`config.mk`:
```
export PLATFORM = sky130hd
export DESIGN_NAME = iterative_multiplier
export DESIGN_NICKNAME = d
export VERILOG_FILES = /design/src/rtl/iterative_multiplier.sv
export SDC_FILE = /design/constraint.sdc
export NUM_CORES = 1
export LEC_CHECK = 0
export BUFFER_PORTS_ARGS = -buffer_cell sky130_fd_sc_hd__buf_2
export CAP_MARGIN = 20
export CORE_MARGIN = 1
export CORE_UTILIZATION = 45
export CTS_BUF_LIST = sky130_fd_sc_hd__clkbuf_16
export DETAILED_ROUTE_END_ITERATION = 10
export GPL_TIMING_DRIVEN = 0
export PLACE_DENSITY = 0.67
export SLEW_MARGIN = 25
export SYNTH_ARGS = -nofsm -noshare
export SYNTH_HDL_FRONTEND = slang
export SYNTH_SLANG_ARGS = --single-unit
```
`constraint.sdc`:
```
create_clock -name i_w_clk -period 5.2 [get_ports i_w_clk]
set_input_delay 1.04 -clock i_w_clk [delete_from_list [all_inputs] [get_ports i_w_clk]]
set_output_delay 1.04 -clock i_w_clk [all_outputs]
set_load 0.005 [all_outputs]
```
`src/rtl/iterative_multiplier.sv`:
```
// iterative_multiplier: shift-add multiplier, one partial product per clock, signed or unsigned.
module iterative_multiplier #(
  parameter int p_data_width = 4
) (
  input  logic                        i_w_clk,
  input  logic                        i_w_reset,
  input  logic [p_data_width-1:0]     i_w_a,
  input  logic [p_data_width-1:0]     i_w_b,
  input  logic                        i_w_signed,
  input  logic                        i_w_start,
  output logic                        o_w_busy,
  output logic                        o_w_done,
  output logic [2*p_data_width-1:0]   o_w_out
);
  localparam int N  = p_data_width;
  localparam int CW = $clog2(N);
  typedef enum logic [1:0] {IDLE, RUN, DONE} state_t;
  state_t state_q, state_d;
  logic [2*N-1:0] a_q, a_d, acc_q, acc_d, acc_nx, out_q, out_d;
  logic [N-1:0] b_q, b_d, a_mag, b_mag;
  logic [CW-1:0] cnt_q, cnt_d;
  logic neg_q, neg_d;
  // Signed operands are reduced to magnitudes; the sign is reapplied once at the end.
  assign a_mag = (i_w_signed && i_w_a[N-1]) ? -i_w_a : i_w_a;
  assign b_mag = (i_w_signed && i_w_b[N-1]) ? -i_w_b : i_w_b;
  assign acc_nx = acc_q + (b_q[0] ? a_q : '0);
  always_comb begin
    state_d = state_q;
    a_d     = a_q;
    b_d     = b_q;
    acc_d   = acc_q;
    cnt_d   = cnt_q;
    neg_d   = neg_q;
    out_d   = out_q;
    if (i_w_start && state_q != RUN) begin
      state_d = RUN;
      a_d     = {{N{1'b0}}, a_mag};
      b_d     = b_mag;
      acc_d   = '0;
      cnt_d   = '0;
      neg_d   = i_w_signed && (i_w_a[N-1] ^ i_w_b[N-1]);
    end else if (state_q == RUN) begin
      acc_d = acc_nx;
      a_d   = a_q << 1;
      b_d   = b_q >> 1;
      cnt_d = cnt_q + CW'(1);
      if (cnt_q == CW'(N-1)) begin
        state_d = DONE;
        out_d   = neg_q ? -acc_nx : acc_nx;
      end
    end else if (state_q == DONE) begin
      state_d = IDLE;
    end
  end
  always_ff @(posedge i_w_clk) begin
    if (i_w_reset) begin
      state_q <= IDLE;
      a_q     <= '0;
      b_q     <= '0;
      acc_q   <= '0;
      cnt_q   <= '0;
      neg_q   <= 1'b0;
      out_q   <= '0;
    end else begin
      state_q <= state_d;
      a_q     <= a_d;
      b_q     <= b_d;
      acc_q   <= acc_d;
      cnt_q   <= cnt_d;
      neg_q   <= neg_d;
      out_q   <= out_d;
    end
  end
  assign o_w_busy = state_q == RUN;
  assign o_w_done = state_q == DONE;
  assign o_w_out  = out_q;
endmodule

```
# Yosys cells after proc, flatten, opt, wreduce, memory -nomap -nowiden
# Cells that the tools add are included.
# op_classes
n_reduce_logical	11
bitwise_logic	2
mux	12
n_eq_ne	6
addsub	5
# ops
operator	n
$mux 4	6
$mux 8	2
$add 8x8->8	1
$neg 4->4	2
$neg 8->8	1
$mux 2	3
$eq 2x2->1 const B	2
$logic_and 1x1->1	4
$ne 2x1->1 const B	2
$reduce_and 2->1	2
$reduce_bool 2->1	2
$ne 3x1->1 const B	1
$reduce_and 3->1	1
$reduce_bool 3->1	1
$add 2x1->2 const B	1
$eq 2x1->1 const B	1
$reduce_or 2->1	1
$mux 1	1
$not 1->1	1
$xor 1x1->1	1
# totals
wordCells	45
reg_bits	33
output_inout_bits	10
input_bits	12

# Longest topological paths before layout
# Gate-level depths: netlist of the first run.
# depth
word_depth	4
ltp_mapped	9

# Least setup slack after synthesis of the first run
# Ideal clock, no wire load.
# synth_path
kind	register to register
from	register b_q[0]
to	register out_q[7], in the netlist o_w_out[7]
path_stages_with_launch	10
path_slack_ps	2765
arrival_ps	2312
path_buffers	0
path_cell_list	dfxtp_1 and2_1 ha_1 fa_1 a211oi_1 nor2_1 o311ai_2 o41ai_2 and3b_1 nand3b_1
# synth_between
elab_chain_cells	4
# synth_rtl
element	line_no	text
from (decl)	20	logic [N-1:0] b_q, b_d, a_mag, b_mag;
from (signal assigned)	59	b_q <= '0;
from (signal assigned)	67	b_q <= b_d;
$mux 8 (*)	26	assign acc_nx = acc_q + (b_q[0] ? a_q : '0);
$add 8x8->8 (*)	26	
$neg 8->8	49	out_d = neg_q ? -acc_nx : acc_nx;
$mux 8 (*)	49	
to (signal assigned)	71	out_q <= out_d;
to (decl)	19	logic [2*N-1:0] a_q, a_d, acc_q, acc_d, acc_nx, out_q, out_d;
# Mark *: on every way between the ends. The rest lies on a longest branch, timed or not.
# A chain may end at the register's enable or synchronous reset.

# Worst setup path in the final report of the first run
# Ends and elaborated chain as after synthesis.

==> results of run 1 <==
## logic make-up (layout without fill, tap and decap cells)
| logic type | Yosys count | in the layout | share of synthesized area |
|---|---|---|---|
| compound gates | 48 | 48 | 0.1736 |
| xor+xnor | 11 | 11 | 0.05006 |
| fa+ha+maj | 15 | 15 | 0.1014 |
| buf+inv | 21 | 48 | 0.04096 |
| flops | 33 | 33 | 0.3433 |
| mux | 14 | 14 | 0.07282 |
| simple gates | 85 | 85 | 0.2178 |
## sequential cells by signal, summed over array words and instances (netlist names)
name     cells
state_q      2
a_q          8
cnt_q        2
neg_q        1
b_q          4
acc_q        8
o_w_out      8
## worst register-to-register path, stage by stage (launching register included)
cell      delay, ns
dfxtp_1        0.37
and2_1         0.20
ha_1           0.22
fa_1           0.42
a211oi_1       0.37
nor2_1         0.15
o311ai_2       0.46
o41ai_2        0.15
and3b_1        0.18
nand3b_1       0.14
## cells in the final DEF (no fill, tap or decap), drive strengths merged, types with 5 or more instances in the layout
master	Yosys	final
inv	10	10
a211oi	8	8
nand2	12	12
xnor2	6	6
clkbuf	9	14
buf	2	23
and2	8	8
nor2b	6	6
nand3	6	6
xor2	5	5
a21oi	15	15
ha	14	14
mux2i	14	14
a311oi	5	5
dfxtp	33	33
nor2	34	34
o21ai	8	8
## area by class of cell
class / instances / area [µm²] / share of cell area
buffer: 11 / 41.29 / 0.01858
clock buffer: 5 / 125.1 / 0.05631
clock inverter: 1 / 5.005 / 0.002252
inverter: 10 / 37.54 / 0.01689
multi-input combinational: 173 / 1185 / 0.5332
sequential: 33 / 660.6 / 0.2973
tap: 50 / 62.56 / 0.02815
timing repair buffer: 21 / 105.1 / 0.04730
## metal layers
| layer | wire length, µm | up-vias | GRT usage |
|---|---|---|---|
| met5 | 0 | - | 0 |
| met1 | 1895 | 699 | 0.2367 |
| li1 | - | 850 | - |
| met3 | 111 | 5 | 0.06081 |
| met4 | 36 | 0 | 0.04787 |
| met2 | 1721 | 26 | 0.3075 |
## power groups by stage
stage	sequential [mW]	combinational (mW)	clock [mW]
3_5_place_dp	0.273	0.0729	0
4_1_cts	0.268	0.0733	0.274
6_report	0.268	0.0730	0.272
3_3_place_gp	0.273	0.0718	0
5_1_grt	0.269	0.0825	0.283
2_1_floorplan	0.271	0.0531	0
## through the flow
stage | util | instances | area (µm²) | power (mW) | setup slack [ns]
final | 0.5476 | 304 | 2222 | 0.6126 | 2.430
after global routing | 0.5476 | 304 | 2222 | 0.6340 | 2.239
after CTS | 0.5476 | 304 | 2222 | 0.6151 | 2.397
after detailed placement | 0.5156 | 298 | 2092 | 0.3457 | 2.410
after global placement | 0.5156 | 298 | 2092 | 0.3444 | 2.414
after floorplan | - | 227 | 1924 | 0.3239 | 2.765
## path summary, 6_finish.rpt
path / from / to / slack, ns / cells after the start
min reg2reg: o_w_out[2]$_SDFFE_PP0P_ / o_w_out[2]$_SDFFE_PP0P_ / 0.45 / 2
min: o_w_out[2]$_SDFFE_PP0P_ / o_w_out[2]$_SDFFE_PP0P_ / 0.45 / 2
max: b_q[0]$_SDFFE_PP0P_ / o_w_out[7]$_SDFFE_PP0P_ / 2.43 / 9
max reg2reg: b_q[0]$_SDFFE_PP0P_ / o_w_out[7]$_SDFFE_PP0P_ / 2.43 / 9
==> impl_metrics.json, run 1 <==
{
  "ys.warnings.count": 0,
  "synthToLayoutAreaGrowth_pct": 15.47,
  "ir_drop_mv": 0.1351,
  "cp_max_fo": 9,
  "drc": 0,
  "setup_viol": 0,
  "status": "complete, no violations",
  "crit_family": "compound AO/OA/AOI/OAI gates",
  "cpPeakStageDelay_ns": 0.46,
  "hold_viol": 0,
  "yosysUniqueCellTypes": 37,
  "synth_edf_count": 0,
  "dr.pass1.iters": 4,
  "endpoint_kind": "flip-flop",
  "numPortBuffers": 21,
  "grt_first_pass_wirelength_um": 6389,
  "post_cts_buffers": 0,
  "max_freq_mhz": 361.1,
  "slew_viol_final": 0,
  "worst_ep_arrival_time_ns": 2.93,
  "syn_inst": 227,
  "yosys.area.top_type_share": 0.3433,
  "cts.clk_slew.worst_paths_ns": 0.05,
  "grt_pass1_vias": 1430,
  "vias": 1580,
  "rsz0062_at_grt": "false",
  "numCtsBuffers": 5,
  "net-switching-power_uw": 150.7,
  "hold_slack_ns": 0.4522,
  "dp_hpwl_um": 2880,
  "drt_iter0_drc": 63,
  "grt_antenna_before_repair": 0,
  "p_seq_frac": 0.437,
  "crit_chain": "and2_1 -> ha_1 -> fa_1 -> a211oi_1 -> nor2_1 -> o311ai_2 -> o41ai_2 -> and3b_1 -> nand3b_1",
  "netlist_area_um2": 1924,
  "cts_max_level": 2,
  "crit_buf_inv": 0,
  "cts_tree": "done",
  "die_y_um": 67.40,
  "crit_type": "reg -> reg",
  "grt_max_degree": 11,
  "ys_ff_latch": 33,
  "clockPowerShare": 0.444,
  "antenna_cells": 0,
  "drive_gt1_frac": 0.1339,
  "gp_congestion": 0.7754,
  "start_kind": "flip-flop",
  "ios": 22,
  "internal_power_uw": 461.9,
  "worst-endpoint-required_ns": 5.36,
  "final_nets": 282,
  "ant_nets": 0,
  "clk_latency_ns": 0.28,
  "syn_area_per_cell_um2": 8.477,
  "rows": 23,
  "yosysTopAreaCell": "dfxtp_1",
  "clock_skew_ns": 0.004519,
  "period_minus_slack_ns": 2.770,
  "cts_resized": 0,
  "fin_setup_tns_ns": 0,
  "comb_power_share": 0.119,
  "start_util": 0.4743,
  "synth-async-reset-ratio": 0,
  "synthFlopType": "dfxtp_1",
  "die-area_um2": 4542,
  "wl_per_cell_um": 12.38,
  "worstHoldPathType": "reg -> reg",
  "die_w_um": 67.40,
  "finalWirelength_um": 3764,
  "fp.coreArea_um2": 4058,
  "powerDensity_nw_per_um2": 275.7,
  "synth_area_leaders": "dfxtp_1, ha_1, mux2i_1",
  "via_per_inst": 5.197,
  "clock-root-buffer": "clkbuf_16",
  "cts_hold_buf": 0,
  "finalCritPeriodShare": 0.5326,
  "maxCapViolCount": 0,
  "yosys-top-cells-count": "nor2_1, dfxtp_1, a21oi_1",
  "grt_overflow_total": 0,
  "worst_path_max_delay_cell": "o311ai_2",
  "tightest_slew_ns": 0.6817,
  "fillCellCount": 363,
  "syn_nets": 254,
  "grtUsageTotal": 0.1881,
  "leakagePower_nw": 0.9371,
  "slew_headroom": 0.5455,
  "power_switching_share": 0.2460,
  "ys_seq_area_frac": 0.3433,
  "cts_num_sinks": 33,
  "yosysMostFrequentCell": "nor2_1",
  "clk_path_buf_depth": 2
}
No activity file was read; power rests on OpenSTA's default activity.
==> inputs of run 2 (changes only) <==
==> constraint.sdc (replaced) <==
create_clock -name i_w_clk -period 2.6 [get_ports i_w_clk]
set_input_delay 0.52 -clock i_w_clk [delete_from_list [all_inputs] [get_ports i_w_clk]]
set_output_delay 0.52 -clock i_w_clk [all_outputs]
set_load 0.005 [all_outputs]
==> impl_metrics.json, run 2 (synthesized netlist as in run 1, its figures left out) <==
{
  "final_nets": 282,
  "cp_max_fo": 9,
  "worst-endpoint-required_ns": 2.82,
  "final_cell_mix": "nor2_1, dfxtp_1, buf_2, a21oi_1",
  "top_layer": "met4",
  "period_minus_slack_ns": 2.504,
  "via_per_inst": 5.220,
  "ir_drop_mv": 0.2688,
  "slew_headroom": 0.5471,
  "clockPowerShare": 0.441,
  "crit_type": "reg -> reg",
  "numPortBuffers": 21,
  "final_util": 0.5572,
  "fp.coreArea_um2": 4058,
  "grt_pass1_vias": 1439,
  "r2r_cells": 9,
  "worstHoldEndpoint": "o_w_out[2]$_SDFFE_PP0P_",
  "cts_num_sinks": 33,
  "internal_power_uw": 925.0,
  "net-switching-power_uw": 299.6,
  "die_y_um": 67.40,
  "drive_gt1_frac": 0.1575,
  "power_switching_share": 0.2446,
  "max_freq_mhz": 399.3,
  "p_seq_frac": 0.437,
  "wl_per_cell_um": 12.58,
  "gp_congestion": 0.7754,
  "reg2reg_to": "o_w_out[7]$_SDFFE_PP0P_",
  "holdPathStages": 2,
  "status": "complete, no violations",
  "worstHoldPathType": "reg -> reg",
  "worst_path_max_delay_cell": "fa_2",
  "timing.rr.start": "b_q[0]$_SDFFE_PP0P_",
  "cpPeakStageDelay_ns": 0.39,
  "hold_viol": 0,
  "worst_ep_arrival_time_ns": 2.72,
  "leakagePower_nw": 0.9359,
  "vias": 1587,
  "dr_wl_met3_um": 137,
  "crit_family": "compound AO/OA/AOI/OAI gates",
  "die-area_um2": 4542,
  "ios": 22,
  "rows": 23,
  "grt_antenna_before_repair": 0,
  "clk_path_buf_depth": 2,
  "cts_hold_buf": 0,
  "fin_setup_tns_ns": 0,
  "tightest_slew_ns": 0.6793,
  "drt-met1-wl_um": 1892,
  "clock_skew_ns": 0.003671,
  "worstHoldStart": "o_w_out[2]$_SDFFE_PP0P_",
  "finalCritPeriodShare": 0.9632,
  "clock-root-buffer": "clkbuf_16",
  "grt_overflow_total": 0,
  "die_w_um": 67.40,
  "finalWirelength_um": 3825,
  "grtUsageTotal": 0.1895,
  "dr.pass1.iters": 4,
  "slew_viol_final": 0,
  "start_util": 0.4743,
  "antenna_cells": 0,
  "cts_max_level": 2,
  "clk_latency_ns": 0.28,
  "grt_max_degree": 11,
  "synthToLayoutAreaGrowth_pct": 17.49,
  "crit_buf_inv": 0,
  "grt_first_pass_wirelength_um": 6430,
  "comb_power_share": 0.122,
  "crit_chain": "and2_1 -> ha_1 -> fa_2 -> a211oi_2 -> o21ba_2 -> o22ai_2 -> o41ai_2 -> and3b_1 -> nand3b_1",
  "fillCellCount": 358,
  "setup_viol": 0,
  "maxCapViolCount": 0,
  "powerDensity_nw_per_um2": 541.6,
  "cts.clk_slew.worst_paths_ns": 0.05,
  "r2r_slack_ns": 0.1,
  "drc": 0,
  "wl_met2_um": 1751,
  "endpoint_kind": "flip-flop",
  "start_kind": "flip-flop",
  "drt_iter0_drc": 54,
  "dp_hpwl_um": 2880,
  "cts_tree": "done",
  "ant_nets": 0,
  "numCtsBuffers": 5
}
[run 2: cell counts in the layout (fill, tap and decap cells not counted)]
Identical to the previous run, type by type.
[run 2: power groups by stage]
stage | clock network, mW | registers [mW] | logic (mW)
CTS | 0.548 | 0.535 | 0.147
global placement | 0 | 0.545 | 0.144
finish | 0.540 | 0.535 | 0.149
global route | 0.566 | 0.537 | 0.168
floorplan | 0 | 0.542 | 0.106
detailed placement | 0 | 0.546 | 0.146
[run 2: cell type report]
cell class / count / area (µm²) / area share
Timing Repair Buffer: 21 / 105.1 / 0.04649
Multi-Input combinational cell: 173 / 1224 / 0.5412
Clock buffer: 5 / 125.1 / 0.05534
Tap cell: 50 / 62.56 / 0.02767
Buffer: 11 / 41.29 / 0.01826
Inverter: 10 / 37.54 / 0.01660
Sequential cell: 33 / 660.6 / 0.2922
Clock inverter: 1 / 5.005 / 0.002214
[run 2: metal layers]
metal,track usage,vias up
li1,-,851
met1,0.2388,697
met2,0.3063,33
met3,0.06081,6
met4,0.05585,0
met5,0,-
[run 2: worst max path at each step]
| stage | start | endpoint | cells after the start |
|---|---|---|---|
| 2_1_floorplan | b_q[0]$_SDFFE_PP0P_ | o_w_out[7]$_SDFFE_PP0P_ | 9 |
| 3_3_place_gp | b_q[0]$_SDFFE_PP0P_ | o_w_out[7]$_SDFFE_PP0P_ | 9 |
| 3_5_place_dp | b_q[0]$_SDFFE_PP0P_ | o_w_out[7]$_SDFFE_PP0P_ | 9 |
| 4_1_cts | b_q[0]$_SDFFE_PP0P_ | o_w_out[7]$_SDFFE_PP0P_ | 9 |
| 5_1_grt | b_q[0]$_SDFFE_PP0P_ | o_w_out[5]$_SDFFE_PP0P_ | 9 |
| 6_report | b_q[0]$_SDFFE_PP0P_ | o_w_out[7]$_SDFFE_PP0P_ | 9 |
[run 2: worst reg2reg max path: cells and delay by family (launching register included)]
family | cells | cell delay, ns
DFF | 1 | 0.37
adders and majority gates | 2 | 0.61
AOI/OAI and AO/OA | 4 | 0.97
and+or+nand+nor | 3 | 0.49
[run 2: stage by stage]
stage	hold slack [ns]	cell area [µm²]	std cells	power (mW)	setup WS, ns
CTS	0.4538	2243	304	1.231	0.01886
detailed placement	0.4464	2092	298	0.6914	-0.1901
finish	0.4522	2261	304	1.225	0.09578
global route	0.4780	2261	304	1.271	-0.02001
floorplan	0.4482	1924	227	0.6478	0.1655
global placement	0.4398	2092	298	0.6887	-0.1859
[run 2: what timing repair did]
| item | CTS | global route |
|---|---|---|
| gates resized for setup | 3 | 4 |
| pin swaps | 2 | 3 |
| buffers inserted | 0 | 0 |
| setup endpoints to repair | 3 | 3 |
